==> config.mk <==
export PLATFORM = sky130hd
export DESIGN_NAME = cnn_mac_pipe
export DESIGN_NICKNAME = d
export VERILOG_FILES = /design/src/rtl/cnn_mac_pipe.sv
export SDC_FILE = /design/constraint.sdc
export NUM_CORES = 1
export LEC_CHECK = 0
export CORE_MARGIN = 3
export CORE_UTILIZATION = 67
export CTS_CLUSTER_DIAMETER = 200
export CTS_CLUSTER_SIZE = 24
export DETAILED_ROUTE_END_ITERATION = 12
export GPL_TIMING_DRIVEN = 0
export PLACE_DENSITY = 0.88
export SKIP_LAST_GASP = 1
export SYNTH_ARGS = -nofsm -noshare
export SYNTH_HDL_FRONTEND = slang
export SYNTH_SLANG_ARGS = --single-unit
==> constraint.sdc <==
create_clock -name clk -period 13.2 [get_ports clk]
set_clock_uncertainty 0.05 [all_clocks]
set_input_delay 1.98 -clock clk [delete_from_list [all_inputs] [get_ports clk]]
set_output_delay 1.98 -clock clk [all_outputs]
set_load 0.01 [all_outputs]
==> src/rtl/cnn_mac_pipe.sv <==
// cnn_mac_pipe: pipelined signed multiply-accumulate for the CNN datapaths.
// Operands are registered, the exact product travels through NUM_STAGE
// registers with its group flags, and a single accumulate stage sums each
// group, emitting one result (with overflow flag) on the group's last beat.
module cnn_mac_pipe #(
    parameter int A_WIDTH   = 10,
    parameter int B_WIDTH   = 14,
    parameter int ACC_WIDTH = 32,
    parameter int NUM_STAGE = 3,
    parameter int SATURATE  = 1
) (
    input  logic                 clk,
    input  logic                 reset,
    input  logic                 ce,
    input  logic                 in_valid,
    input  logic                 in_first,
    input  logic                 in_last,
    input  logic [A_WIDTH-1:0]   din0,
    input  logic [B_WIDTH-1:0]   din1,
    output logic                 out_valid,
    output logic [ACC_WIDTH-1:0] dout,
    output logic                 ovf
);

    localparam int P_WIDTH = A_WIDTH + B_WIDTH;
    localparam logic [ACC_WIDTH-1:0] ACC_MAX = {1'b0, {(ACC_WIDTH-1){1'b1}}};
    localparam logic [ACC_WIDTH-1:0] ACC_MIN = {1'b1, {(ACC_WIDTH-1){1'b0}}};

    generate
        if (ACC_WIDTH < A_WIDTH + B_WIDTH) begin : g_bad_acc_width
            $error("cnn_mac_pipe: ACC_WIDTH must be >= A_WIDTH + B_WIDTH");
        end
        if (NUM_STAGE < 1) begin : g_bad_num_stage
            $error("cnn_mac_pipe: NUM_STAGE must be >= 1");
        end
    endgenerate

    logic [A_WIDTH-1:0]        a_q;
    logic [B_WIDTH-1:0]        b_q;
    logic                      v_q;
    logic                      f_q;
    logic                      l_q;
    logic signed [P_WIDTH-1:0] prod;

    logic signed [P_WIDTH-1:0] p_pipe [NUM_STAGE];
    logic [NUM_STAGE-1:0]      v_pipe;
    logic [NUM_STAGE-1:0]      f_pipe;
    logic [NUM_STAGE-1:0]      l_pipe;

    logic signed [ACC_WIDTH-1:0] acc;
    logic                        sticky;
    logic                        in_group;

    logic                        restart;
    logic signed [ACC_WIDTH-1:0] p_ext;
    logic signed [ACC_WIDTH-1:0] base;
    logic signed [ACC_WIDTH:0]   sum;
    logic                        of;
    logic signed [ACC_WIDTH-1:0] result;
    logic                        grp_of;

    assign prod = P_WIDTH'($signed(a_q)) * P_WIDTH'($signed(b_q));

    // Operand and flag capture; inputs are only sampled in ce=1 cycles.
    always_ff @(posedge clk or posedge reset) begin
        if (reset) begin
            a_q <= '0;
            b_q <= '0;
            v_q <= 1'b0;
            f_q <= 1'b0;
            l_q <= 1'b0;
        end else if (ce) begin
            a_q <= din0;
            b_q <= din1;
            v_q <= in_valid;
            f_q <= in_first;
            l_q <= in_last;
        end
    end

    // Product shift pipeline carrying valid/first/last alongside the product.
    always_ff @(posedge clk or posedge reset) begin
        if (reset) begin
            for (int unsigned i = 0; i < NUM_STAGE; i++) begin
                p_pipe[i] <= '0;
            end
            v_pipe <= '0;
            f_pipe <= '0;
            l_pipe <= '0;
        end else if (ce) begin
            p_pipe[0] <= prod;
            v_pipe[0] <= v_q;
            f_pipe[0] <= f_q;
            l_pipe[0] <= l_q;
            for (int unsigned i = 1; i < NUM_STAGE; i++) begin
                p_pipe[i] <= p_pipe[i-1];
                v_pipe[i] <= v_pipe[i-1];
                f_pipe[i] <= f_pipe[i-1];
                l_pipe[i] <= l_pipe[i-1];
            end
        end
    end

    // Group sum: pick base, add at ACC_WIDTH+1 bits, detect and resolve overflow.
    always_comb begin
        restart = f_pipe[NUM_STAGE-1] || !in_group;
        p_ext   = ACC_WIDTH'(p_pipe[NUM_STAGE-1]);
        base    = restart ? '0 : acc;
        sum     = (ACC_WIDTH+1)'(base) + (ACC_WIDTH+1)'(p_ext);
        of      = sum[ACC_WIDTH] != sum[ACC_WIDTH-1];
        result  = sum[ACC_WIDTH-1:0];
        if (of && SATURATE != 0) begin
            result = sum[ACC_WIDTH] ? ACC_MIN : ACC_MAX;
        end
        grp_of  = (restart ? 1'b0 : sticky) | of;
    end

    // Accumulator state and registered group result; in_group=0 forces a restart.
    always_ff @(posedge clk or posedge reset) begin
        if (reset) begin
            acc       <= '0;
            sticky    <= 1'b0;
            in_group  <= 1'b0;
            out_valid <= 1'b0;
            dout      <= '0;
            ovf       <= 1'b0;
        end else if (ce) begin
            out_valid <= 1'b0;
            if (v_pipe[NUM_STAGE-1]) begin
                acc      <= result;
                sticky   <= grp_of;
                in_group <= !l_pipe[NUM_STAGE-1];
                if (l_pipe[NUM_STAGE-1]) begin
                    out_valid <= 1'b1;
                    dout      <= result;
                    ovf       <= grp_of;
                end
            end
        end
    end

endmodule

==> reports/metrics.yaml, run 1 <==
hold_path:
  hold_depth: 2
  whs_endpoint: "dout[4]"
  holdCritStartpoint: "dout[4]"
  min_path_type: "flip-flop to flip-flop"
routing:
  post-route-drc-count: 0
  avgRoutedWirePerCell_um: 18.65
  firstDrtPassIters: 7
  drt-total-wl_um: 32770
  viasPerCell: 5.913
  dr_total_vias: 10389
  drt_iter0_drc: 806
  final_antenna_net_count: 0
clock_tree:
  postCtsSetupBuffers: 0
  insertion_delay_ns: 0.44
  root_buffer: "clkbuf_16"
  clock_sinks: 176
  cts_hold_buf: 0
  ctsLongestPathBuffers: 2
  htreeDepth: 4
  path_clk_slew_ns: 0.07
  cts_buffers: 17
  cts_tree: "built"
  ctsResizeCount: 0
floorplanning:
  num_rows: 52
  fp.dieH_um: 149.9
  chipWidth_um: 149.9
  start_util_pct: 68.37
  coreArea_um2: 20300
  ios: 64
  dieArea_um2: 22480
timing:
  slew_violations: 0
  setup_tns_ns: 0
  setup_violations: 0
  min_period_ns: 6.443
  fmax_ghz: 0.1552
  finalCritPeriodShare_pct: 48.81
  slew_headroom_pct: 40.94
  rsz0062_at_grt: "no"
  hold_viol_final: 0
  worst_slew_pin_slew_ns: 0.8859
cells_and_area:
  antenna_cells: 0
  final_util_pct: 76.13
  drive_gt1_share_pct: 11.16
  area_growth_pct: 11.35
  nets: 1718
run:
  drv_cap: 0
setup_path:
  critPathSlowestCell: "a311oi_1"
  startpoint_type: "flip-flop"
  crit_path_end_kind: "flip-flop"
  cp-startpoint: "a_q[2]"
  worst_ep_arrival_time_ns: 6.71
  worst_path_largest_cell_delay_ns: 0.58
  path_cells: "clkbuf_1, nand2_1, fa_1, inv_1, fa_1, inv_1, fa_1, inv_1, fa_1, inv_1, fa_1, inv_1, ha_1, nand4_1, a311oi_1, o21ai_1, a31oi_1, o21a_1, nor2_1, xnor2_1, mux2_2"
  cp.required_ns: 13.47
  rr_startpoint: "a_q[2]"
  critPathKind: "flip-flop to flip-flop"
  cp_max_fo: 10
  r2r_slack_ns: 6.76
  timing.rr.end: "p_pipe[69]"
  worst-r2r-cell-count: 21
synthesis:
  synth_area_leaders: "dfrtp_1 (32%), fa_1 (18%), mux2_2 (8.4%)"
  synth.avg_cell_area_um2: 9.963
  synth_top_cell_area_share_pct: 31.73
  synth_edf_count: 0
  yosysTopAreaCell: "dfrtp_1"
  seq_area_frac_synth_pct: 31.73
  syn_inst: 1393
  async_flop_share_pct: 100.0
  ys_ff_latch: 176
  ys.flop_type: "dfrtp_1"
  ys_warn_count: 0
  synth_nets: 1636
  synth_cell_types: 64
  synth_area_um2: 13880
grt:
  grt_pass1_vias: 11020
  antenna_found_initial: 0
  track_usage_pct: 30.85
  overflow: 0
  grt_max_degree: 102
  grt_pass1_wl_um: 54190
placed_design:
  numPortBuffers: 62
  globalplace.congestion: 0.9250
  dp_hpwl_um: 25130
outcome:
  status: "completed"
[kinds of logic (layout without fill, tap and decap cells)]
kind of cell               count (synthesis)  after routing  synth area share (%)
muxes                                    104            104                 8.429
AOI/OAI and AO/OA                        230            230                 10.65
DFF                                      176            176                 31.73
and+or+nand+nor                          368            368                 12.74
xor gates and xnor gates                  53             53                 3.399
buffers and inverters                    243            337                 6.662
adders and majority gates                219            219                 26.39
[Yosys cell counts (3+ instances only)]
library cell,count
nand2_1,153
o31ai_1,4
maj3_2,5
nand4_1,3
xor2_1,18
xnor2_1,34
o21a_1,7
dfrtp_1,176
a211oi_1,4
o211ai_1,6
nor2_1,60
a211o_1,4
clkbuf_1,54
mux2_2,103
nand2b_1,12
o22a_1,7
a21oi_1,78
and3_1,10
a21o_1,28
a31oi_1,5
buf_2,7
and2_1,86
nor3_1,5
o21ai_0,56
inv_1,180
o21ai_1,4
fa_1,124
nor2b_1,18
nand3_1,8
ha_1,89
[layer usage]
metal	global-route usage (%)	wire (µm)
met5	0	0
met4	8.737	674
met3	5.179	1740
met2	51.32	16160
met1	42.23	14200
[worst max-delay path: cells and delay by family, from the launching register on]
family	cells	cell delay, ns
AO/OA/AOI/OAI	4	1.38
XOR/XNOR	1	0.13
adder cells (fa/ha/maj)	6	2.80
buffers and inverters	6	0.71
flip-flops	1	0.54
multiplexers	1	0.26
AND/OR/NAND/NOR	3	0.42
[state kept, by name, indices dropped and copies added (netlist names)]
signal,cells
l_pipe,3
f_pipe,3
acc,32
dout,32
b_q,14
p_pipe,48
v_pipe,3
ovf,1
l_q,1
p_ext,24
sticky,1
f_q,1
v_q,1
in_group,1
a_q,10
out_valid,1
[cell usage in the layout, fill, tap and decap left out, types with 5 or more instances in the layout]
| master | synthesis | final |
|---|---|---|
| fa_1 | 124 | 124 |
| xnor2_1 | 34 | 34 |
| nor2b_1 | 18 | 18 |
| buf_2 | 7 | 7 |
| o21ai_0 | 56 | 56 |
| ha_1 | 89 | 89 |
| maj3_2 | 5 | 5 |
| nand2b_1 | 12 | 12 |
| a21oi_1 | 78 | 78 |
| mux2_2 | 103 | 103 |
| and3_1 | 10 | 10 |
| inv_6 | 0 | 5 |
| nor2_1 | 60 | 60 |
| dfrtp_1 | 176 | 176 |
| clkbuf_16 | 0 | 17 |
| o211ai_1 | 6 | 6 |
| inv_1 | 180 | 179 |
| o22a_1 | 7 | 7 |
| nand3_1 | 8 | 8 |
| a31oi_1 | 5 | 5 |
| o21a_1 | 7 | 7 |
| nand2_1 | 153 | 153 |
| clkdlybuf4s50_1 | 0 | 62 |
| xor2_1 | 18 | 18 |
| and2_1 | 86 | 86 |
| nor3_1 | 5 | 5 |
| a21o_1 | 28 | 28 |
| clkbuf_1 | 54 | 55 |
[cell type report]
type,instances,area [µm²]
multi-input combinational,974,8549
fill,1364,4846
sequential,176,4404
inverter,180,683.2
timing repair buffer,63,648.1
clock buffer,18,429.2
tap,270,337.8
buffer,63,249.0
clock inverter,13,152.6
[worst max-delay path by stage]
stage | slack (ns) | endpoint
floorplan | 6.40 | a_q[0]
finish | 6.76 | p_pipe[69]
CTS | 6.84 | p_pipe[69]
global route | 6.40 | p_pipe[71]
global placement | 4.19 | dout[22]
detailed placement | 6.90 | p_pipe[71]
[per-stage QoR]
stage | cells | setup WS, ns | hold WS, ns | cell area [µm²]
after floorplan | 1393 | 6.396 | 0.3876 | 13880
after global placement | 1725 | 4.191 | 0.4051 | 14840
after detailed placement | 1726 | 6.903 | 0.4110 | 14870
after CTS | 1757 | 6.838 | 0.4270 | 15450
after global routing | 1757 | 6.403 | 0.4526 | 15450
final | 1757 | 6.757 | 0.4252 | 15450
Power of run 1 is not shown: default switching activity piles up to over one toggle a cycle in this logic, so the estimate is an artifact.
==> run 2: changes to the inputs <==
--- a/config.mk
+++ b/config.mk
@@ -6,12 +6,12 @@
 export NUM_CORES = 1
 export LEC_CHECK = 0
 export CORE_MARGIN = 3
-export CORE_UTILIZATION = 67
+export CORE_UTILIZATION = 56
 export CTS_CLUSTER_DIAMETER = 200
 export CTS_CLUSTER_SIZE = 24
 export DETAILED_ROUTE_END_ITERATION = 12
 export GPL_TIMING_DRIVEN = 0
-export PLACE_DENSITY = 0.88
+export PLACE_DENSITY = 0.79
 export SKIP_LAST_GASP = 1
 export SYNTH_ARGS = -nofsm -noshare
 export SYNTH_HDL_FRONTEND = slang
==> constraint.sdc (replaced) <==
create_clock -name clk -period 5.2 [get_ports clk]
set_clock_uncertainty 0.05 [all_clocks]
set_input_delay 0.78 -clock clk [delete_from_list [all_inputs] [get_ports clk]]
set_output_delay 0.78 -clock clk [all_outputs]
set_load 0.01 [all_outputs]
==> run 2 against run 1 <==
  * The flow now finishes with violations (setup timing)
  * Count of clock-buffer cells in the layout is 1 lower
  * Routed wire length is 2.8% higher
  * Via count is 0.33% lower
==> reports/metrics.yaml, run 2 (synthesis gave the netlist of run 1 again) <==
routing:
  drt-total-wl_um: 33690  # was 32770 µm
  viasPerCell: 5.631  # was 5.913
  post-route-drc-count: 0  # unchanged
  final_antenna_net_count: 0  # unchanged
  drt_iter0_drc: 702  # was 806
  avgRoutedWirePerCell_um: 18.32  # was 18.65 µm
  dr_total_vias: 10355  # was 10389
  firstDrtPassIters: 5  # was 7
timing:
  hold_viol_final: 0  # unchanged
  fmax_ghz: 0.1803  # was 0.1552 GHz
  worst_slew_pin_slew_ns: 0.8496  # was 0.8859 ns
  slew_violations: 0  # unchanged
  min_period_ns: 5.547  # was 6.443 ns
  setup_violations: 7  # was 0
  finalCritPeriodShare_pct: 106.7  # was 48.81%
  rsz0062_at_grt: "yes"  # was no
  slew_headroom_pct: 43.36  # was 40.94%
  fin_ws_ns: -0.3474  # was 6.757 ns
cells_and_area:
  area_growth_pct: 17.57  # was 11.35%
  final_util_pct: 68.29  # was 76.13%
  largest_reg_flops: 48  # unchanged
  top_register: "p_pipe"  # unchanged
  drive_gt1_share_pct: 18.49  # was 11.16%
  top_regs: "p_pipe (48), acc (32), dout (32)"  # unchanged
  layout_common_cells: "inv_1 (176), dfrtp_1 (165), nand2_1 (148)"  # was inv_1 (179), dfrtp_1 (176), nand2_1 (153)
  antenna_cells: 0  # unchanged
  nets: 1750  # was 1718
  final_common_cell: "inv_1"  # unchanged
  layout.cells.non_filler: 1839  # was 1757
clock_tree:
  root_buffer: "clkbuf_16"  # unchanged
  insertion_delay_ns: 0.44  # about the same
  ctsLongestPathBuffers: 2  # unchanged
  path_clk_slew_ns: 0.08  # was 0.07 ns
  htreeDepth: 4  # unchanged
  cts_buffers: 17  # unchanged
  cts_tree: "built"  # unchanged
  cts_hold_buf: 0  # unchanged
  clock_sinks: 176  # unchanged
floorplanning:
  fp.dieH_um: 163.4  # was 149.9 µm
  dieArea_um2: 26710  # was 22480 µm²
  num_rows: 56  # was 52
  chipWidth_um: 163.4  # was 149.9 µm
  start_util_pct: 58.09  # was 68.37%
  coreArea_um2: 23890  # was 20300 µm²
  ios: 64  # unchanged
setup_path:
  cp_common_cell: "fa_1"
  worst_path_largest_cell_delay_ns: 0.58  # about the same
  critPathKind: "flip-flop to flip-flop"  # unchanged
  r2r_slack_ns: -0.35  # was 6.76 ns
  worst_ep_arrival_time_ns: 5.80  # was 6.71 ns
  rr_startpoint: "a_q[4]"  # was a_q[2]
  worst-r2r-cell-count: 19  # was 21
  crit_path_end_kind: "flip-flop"  # unchanged
  critPathSlowestCell: "fa_1"  # was a311oi_1
  cp.required_ns: 5.45  # was 13.47 ns
  path_cells: "buf_8, buf_4, nand2_1, fa_1, inv_1, fa_1, fa_1, fa_1, inv_1, fa_1, inv_1, ha_2, a21o_1, a21oi_2, a31oi_4, or4_4, a31oi_4, xnor2_2, a21oi_2"  # was clkbuf_1, nand2_1, fa_1, inv_1, fa_1, inv_1, fa_1, inv_1, fa_1, inv_1, fa_1, inv_1, ha_1, nand4_1, a311oi_1, o21ai_1, a31oi_1, o21a_1, nor2_1, xnor2_1, mux2_2
  timing.rr.end: "p_pipe[71]"  # was p_pipe[69]
  cp_max_fo: 8  # was 10
  startpoint_type: "flip-flop"  # unchanged
grt:
  overflow: 0  # unchanged
  grt_max_degree: 45  # was 102
  grt_pass1_wl_um: 54970  # was 54190 µm
  grt_pass1_vias: 11014  # was 11020
  track_usage_pct: 26.29  # was 30.85%
  antenna_found_initial: 0  # unchanged
hold_path:
  holdCritStartpoint: "acc[4]"  # was dout[4]
  min_path_type: "flip-flop to flip-flop"  # unchanged
  hold_depth: 2  # unchanged
  whs_endpoint: "acc[4]"  # was dout[4]
outcome:
  status: "complete, but fails checks"  # was completed
  violations: "setup timing"
placed_design:
  dp.cells: 1778  # was 1726
  numPortBuffers: 62  # unchanged
  dp_hpwl_um: 24700  # was 25130 µm
  globalplace.congestion: 0.9259  # was 0.9250
run:
  drv_cap: 0  # unchanged
-- run 2: final cells by class --
type | instances | area [µm²]
Multi-Input combinational cell | 974 | 8852
Fill cell | 1781 | 7576
Clock inverter | 15 | 209.0
Tap cell | 319 | 399.1
Buffer | 60 | 375.4
Inverter | 180 | 679.4
Timing Repair Buffer | 98 | 958.4
Clock buffer | 17 | 425.4
Sequential cell | 176 | 4418
-- run 2: per-layer routing --
layer | vias up | routed length (µm) | track usage (%)
met1 | 5212 | 14590 | 35.94
met3 | 49 | 2099 | 4.895
met5 | - | 0 | 0
li1 | 4775 | - | -
met2 | 319 | 16320 | 43.60
met4 | 0 | 683 | 6.882
-- run 2: metrics by stage --
| stage | hold WS, ns | cell area [µm²] | setup slack [ns] | setup TNS (ns) |
|---|---|---|---|---|
| global route | 0.4575 | 16320 | -0.4842 | -2.873 |
| CTS | 0.4374 | 16080 | -0.3379 | -1.266 |
| detailed placement | 0.4176 | 15050 | -0.8488 | -5.105 |
| finish | 0.4351 | 16320 | -0.3474 | -1.659 |
| global placement | 0.4034 | 14970 | -0.7618 | -4.444 |
| floorplan | 0.3876 | 13950 | 0.007051 | 0 |
-- run 2: how the worst max path moves through the flow --
stage	start	end	slack, ns	depth (start not counted)
6_report	a_q[4]	p_pipe[71]	-0.35	19
5_1_grt	a_q[1]	p_pipe[70]	-0.48	18
4_1_cts	a_q[1]	p_pipe[71]	-0.34	20
3_5_place_dp	a_q[9]	p_pipe[69]	-0.85	19
3_3_place_gp	a_q[9]	p_pipe[71]	-0.76	19
2_1_floorplan	b_q[5]	p_pipe[71]	0.007	21
-- run 2: worst max-delay path, delay by kind of cell, from the launching register on --
family                     cells  cell delay (ns)
adders and majority gates      6             2.87
AOI/OAI and AO/OA              5             0.82
and+or+nand+nor                2             0.58
DFF                            1             0.48
buffers and inverters          5             0.45
xor gates and xnor gates       1             0.13
-- run 2: repair_timing --
item | 4_1_cts | 5_1_grt
endpoints found under the setup margin | 11 | 12
pin swaps | 25 | 38
setup buffers | 17 | 14
gates resized for setup | 68 | 46
gates cloned | 1 | 0
Power of run 2 is left out for the same reason.
==> run 3: changes to the inputs <==
--- a/config.mk
+++ b/config.mk
@@ -6,12 +6,13 @@
 export NUM_CORES = 1
 export LEC_CHECK = 0
 export CORE_MARGIN = 3
-export CORE_UTILIZATION = 56
+export CORE_UTILIZATION = 45
 export CTS_CLUSTER_DIAMETER = 200
 export CTS_CLUSTER_SIZE = 24
 export DETAILED_ROUTE_END_ITERATION = 12
+export DONT_BUFFER_PORTS = 1
 export GPL_TIMING_DRIVEN = 0
-export PLACE_DENSITY = 0.79
+export PLACE_DENSITY = 0.63
 export SKIP_LAST_GASP = 1
 export SYNTH_ARGS = -nofsm -noshare
 export SYNTH_HDL_FRONTEND = slang
==> run 3 against run 2 <==
  * The run still ends with setup timing left
  * Critical path depth up 2
  * Flip-flop and latch count stayed put
  * Fmax increased by 2.1%
  * Count of clock-buffer cells in the layout increased by 4
  * Final cell count increased by 2.0%
  * Global-route usage fell by 4.9 points
  * Non-clock buffer count decreased by 34
  * First-iteration DRC count is 21% lower
  * Sequential share of layout area grew 0.44 points
  * Highest routed layer is now met5
==> reports/metrics.yaml, run 3 (synthesis gave the netlist of run 1 again) <==
placed_design:
  numPortBuffers: 0  # was 62
  dp_hpwl_um: 25170  # was 24700 µm
  placed_area_um2: 14540  # was 15050 µm²
  globalplace.congestion: 0.8847  # was 0.9259
outcome:
  violations: "setup timing"  # unchanged
  status: "complete, but fails checks"  # unchanged
grt:
  antenna_found_initial: 2  # was 0
  track_usage_pct: 21.42  # was 26.29%
  grt_max_degree: 38  # was 45
  grt_pass1_wl_um: 56020  # was 54970 µm
  grt_pass1_vias: 10711  # was 11014
  overflow: 0  # unchanged
routing:
  final_antenna_net_count: 0  # unchanged
  dr_total_vias: 9993  # was 10355
  drt_iter0_drc: 553  # was 702
  post-route-drc-count: 0  # unchanged
  avgRoutedWirePerCell_um: 18.11  # was 18.32 µm
  drt-total-wl_um: 33950  # was 33690 µm
  firstDrtPassIters: 5  # unchanged
  viasPerCell: 5.330  # was 5.631
cells_and_area:
  largest_reg_flops: 48  # unchanged
  top_register: "p_pipe"  # unchanged
  layout_common_cells: "inv_1 (167), dfrtp_1 (165), nand2_1 (142)"  # was inv_1 (176), dfrtp_1 (165), nand2_1 (148)
  final_common_cell: "inv_1"  # unchanged
  drive_gt1_share_pct: 21.97  # was 18.49%
  top_regs: "p_pipe (48), acc (32), dout (32)"  # unchanged
  area_growth_pct: 15.71  # was 17.57%
  regArea_um2: 4418  # unchanged
  fin_area_um2: 16060  # was 16320 µm²
  multi_input_area_um2: 8920  # was 8852 µm²
  fill_cells: 2649  # was 1781
  nets: 1716  # was 1750
clock_tree:
  ctsLongestPathBuffers: 2  # unchanged
  cts_buffers: 17  # unchanged
  htreeDepth: 4  # unchanged
  path_clk_slew_ns: 0.07  # was 0.08 ns
  cts_hold_buf: 0  # unchanged
  clock_sinks: 176  # unchanged
  cts_tree: "built"  # unchanged
  root_buffer: "clkbuf_16"  # unchanged
  insertion_delay_ns: 0.44  # about the same
floorplanning:
  start_util_pct: 46.21  # was 58.09%
  fp.dieH_um: 181.6  # was 163.4 µm
  num_rows: 63  # was 56
  chipWidth_um: 181.6  # was 163.4 µm
  ios: 64  # unchanged
  dieArea_um2: 32980  # was 26710 µm²
  coreArea_um2: 30030  # was 23890 µm²
setup_path:
  worst_ep_arrival_time_ns: 5.69  # was 5.80 ns
  crit_path_end_kind: "flip-flop"  # unchanged
  startpoint_type: "flip-flop"  # unchanged
  critPathKind: "flip-flop to flip-flop"  # unchanged
  cp.required_ns: 5.45  # about the same
  cp_max_fo: 3  # was 8
  worst-r2r-cell-count: 21  # was 19
timing:
  hold_viol_final: 0  # unchanged
  slew_headroom_pct: 43.01  # was 43.36%
  holdWs_ns: 0.2048  # was 0.4351 ns
  worst_slew_pin_slew_ns: 0.8548  # was 0.8496 ns
  finalCritPeriodShare_pct: 104.5  # was 106.7%
  slew_violations: 0  # unchanged
  fmax_ghz: 0.1841  # was 0.1803 GHz
  setup_violations: 7  # unchanged
  fin_ws_ns: -0.2316  # was -0.3474 ns
  rsz0062_at_grt: "yes"  # unchanged
  min_period_ns: 5.432  # was 5.547 ns
hold_path:
  min_path_type: "input port to asynchronous set/reset pin"  # was flip-flop to flip-flop
run:
  drv_cap: 0  # unchanged
run 3: cell count changes in the layout (fill, tap and decap cells not counted), sizes merged:
cell           delta
buf              +26
inv               -2
clkinv            -6
diode             +1
bufinv            +1
clkbuf            +6
clkdlybuf4s50    -62
clkinvlp          +1
run 3: worst paths after layout:
path / startpoint / to / slack (ns)
max: a_q[5] / p_pipe[71] / -0.23
min: reset / a_q[0] / 0.20
max reg2reg: a_q[5] / p_pipe[71] / -0.23
min reg2reg: acc[11] / acc[11] / 0.44
max in group asynchronous: reset / dout[14] / 3.63
min in group clk: din1[2] / b_q[2] / 0.43
run 3: what timing repair did:
action,in CTS,in global routing
setup buffers,45,14
pin swaps,46,43
endpoints found under the setup margin,11,13
resized for setup,92,53
cloned,2,0
run 3: through the flow:
| stage | utilization [%] | setup TNS, ns | instances | worst slack, ns |
|---|---|---|---|---|
| after floorplan | - | 0 | 1393 | 0.007051 |
| after global placement | 48.08 | -4.764 | 1783 | -0.8017 |
| after detailed placement | 48.41 | -4.730 | 1788 | -0.7909 |
| after CTS | 52.56 | -0.9933 | 1861 | -0.4165 |
| after global routing | 53.47 | -2.470 | 1875 | -0.3732 |
| final | 53.47 | -0.9821 | 1875 | -0.2316 |
run 3: metal layers:
layer / track usage (%) / part of all wire (%) / vias to the layer above
met2: 34.17 / 47 / 185
met3: 4.327 / 4.3 / 45
met4: 5.789 / 1.9 / 2
met1: 29.95 / 47 / 5056
met5: 0 / 0.021 / -
li1: - / - / 4705
run 3: worst max-delay path: stages (launching register included):
cell	delay (ns)
dfrtp_2	0.47
buf_6	0.14
and2_1	0.14
fa_1	0.50
inv_1	0.05
fa_1	0.54
inv_1	0.05
fa_2	0.41
fa_1	0.49
inv_1	0.05
fa_1	0.51
inv_2	0.05
ha_4	0.22
o21a_1	0.19
nor2_2	0.15
a311oi_4	0.09
o21ai_4	0.23
a31oi_4	0.12
or4_4	0.45
a31oi_4	0.17
xnor2_2	0.13
a21oi_1	0.08
run 3: final cells by class:
type | instances | share of cell area [%]
Inverter | 180 | 4.231
Buffer | 60 | 2.579
Clock buffer | 21 | 2.867
Tap cell | 390 | 3.039
Antenna cell | 1 | 0.01558
Sequential cell | 176 | 27.51
Multi-Input combinational cell | 974 | 55.55
Clock inverter | 9 | 0.6311
Timing Repair Buffer | 64 | 3.576
Power of run 3 is left out for the same reason.
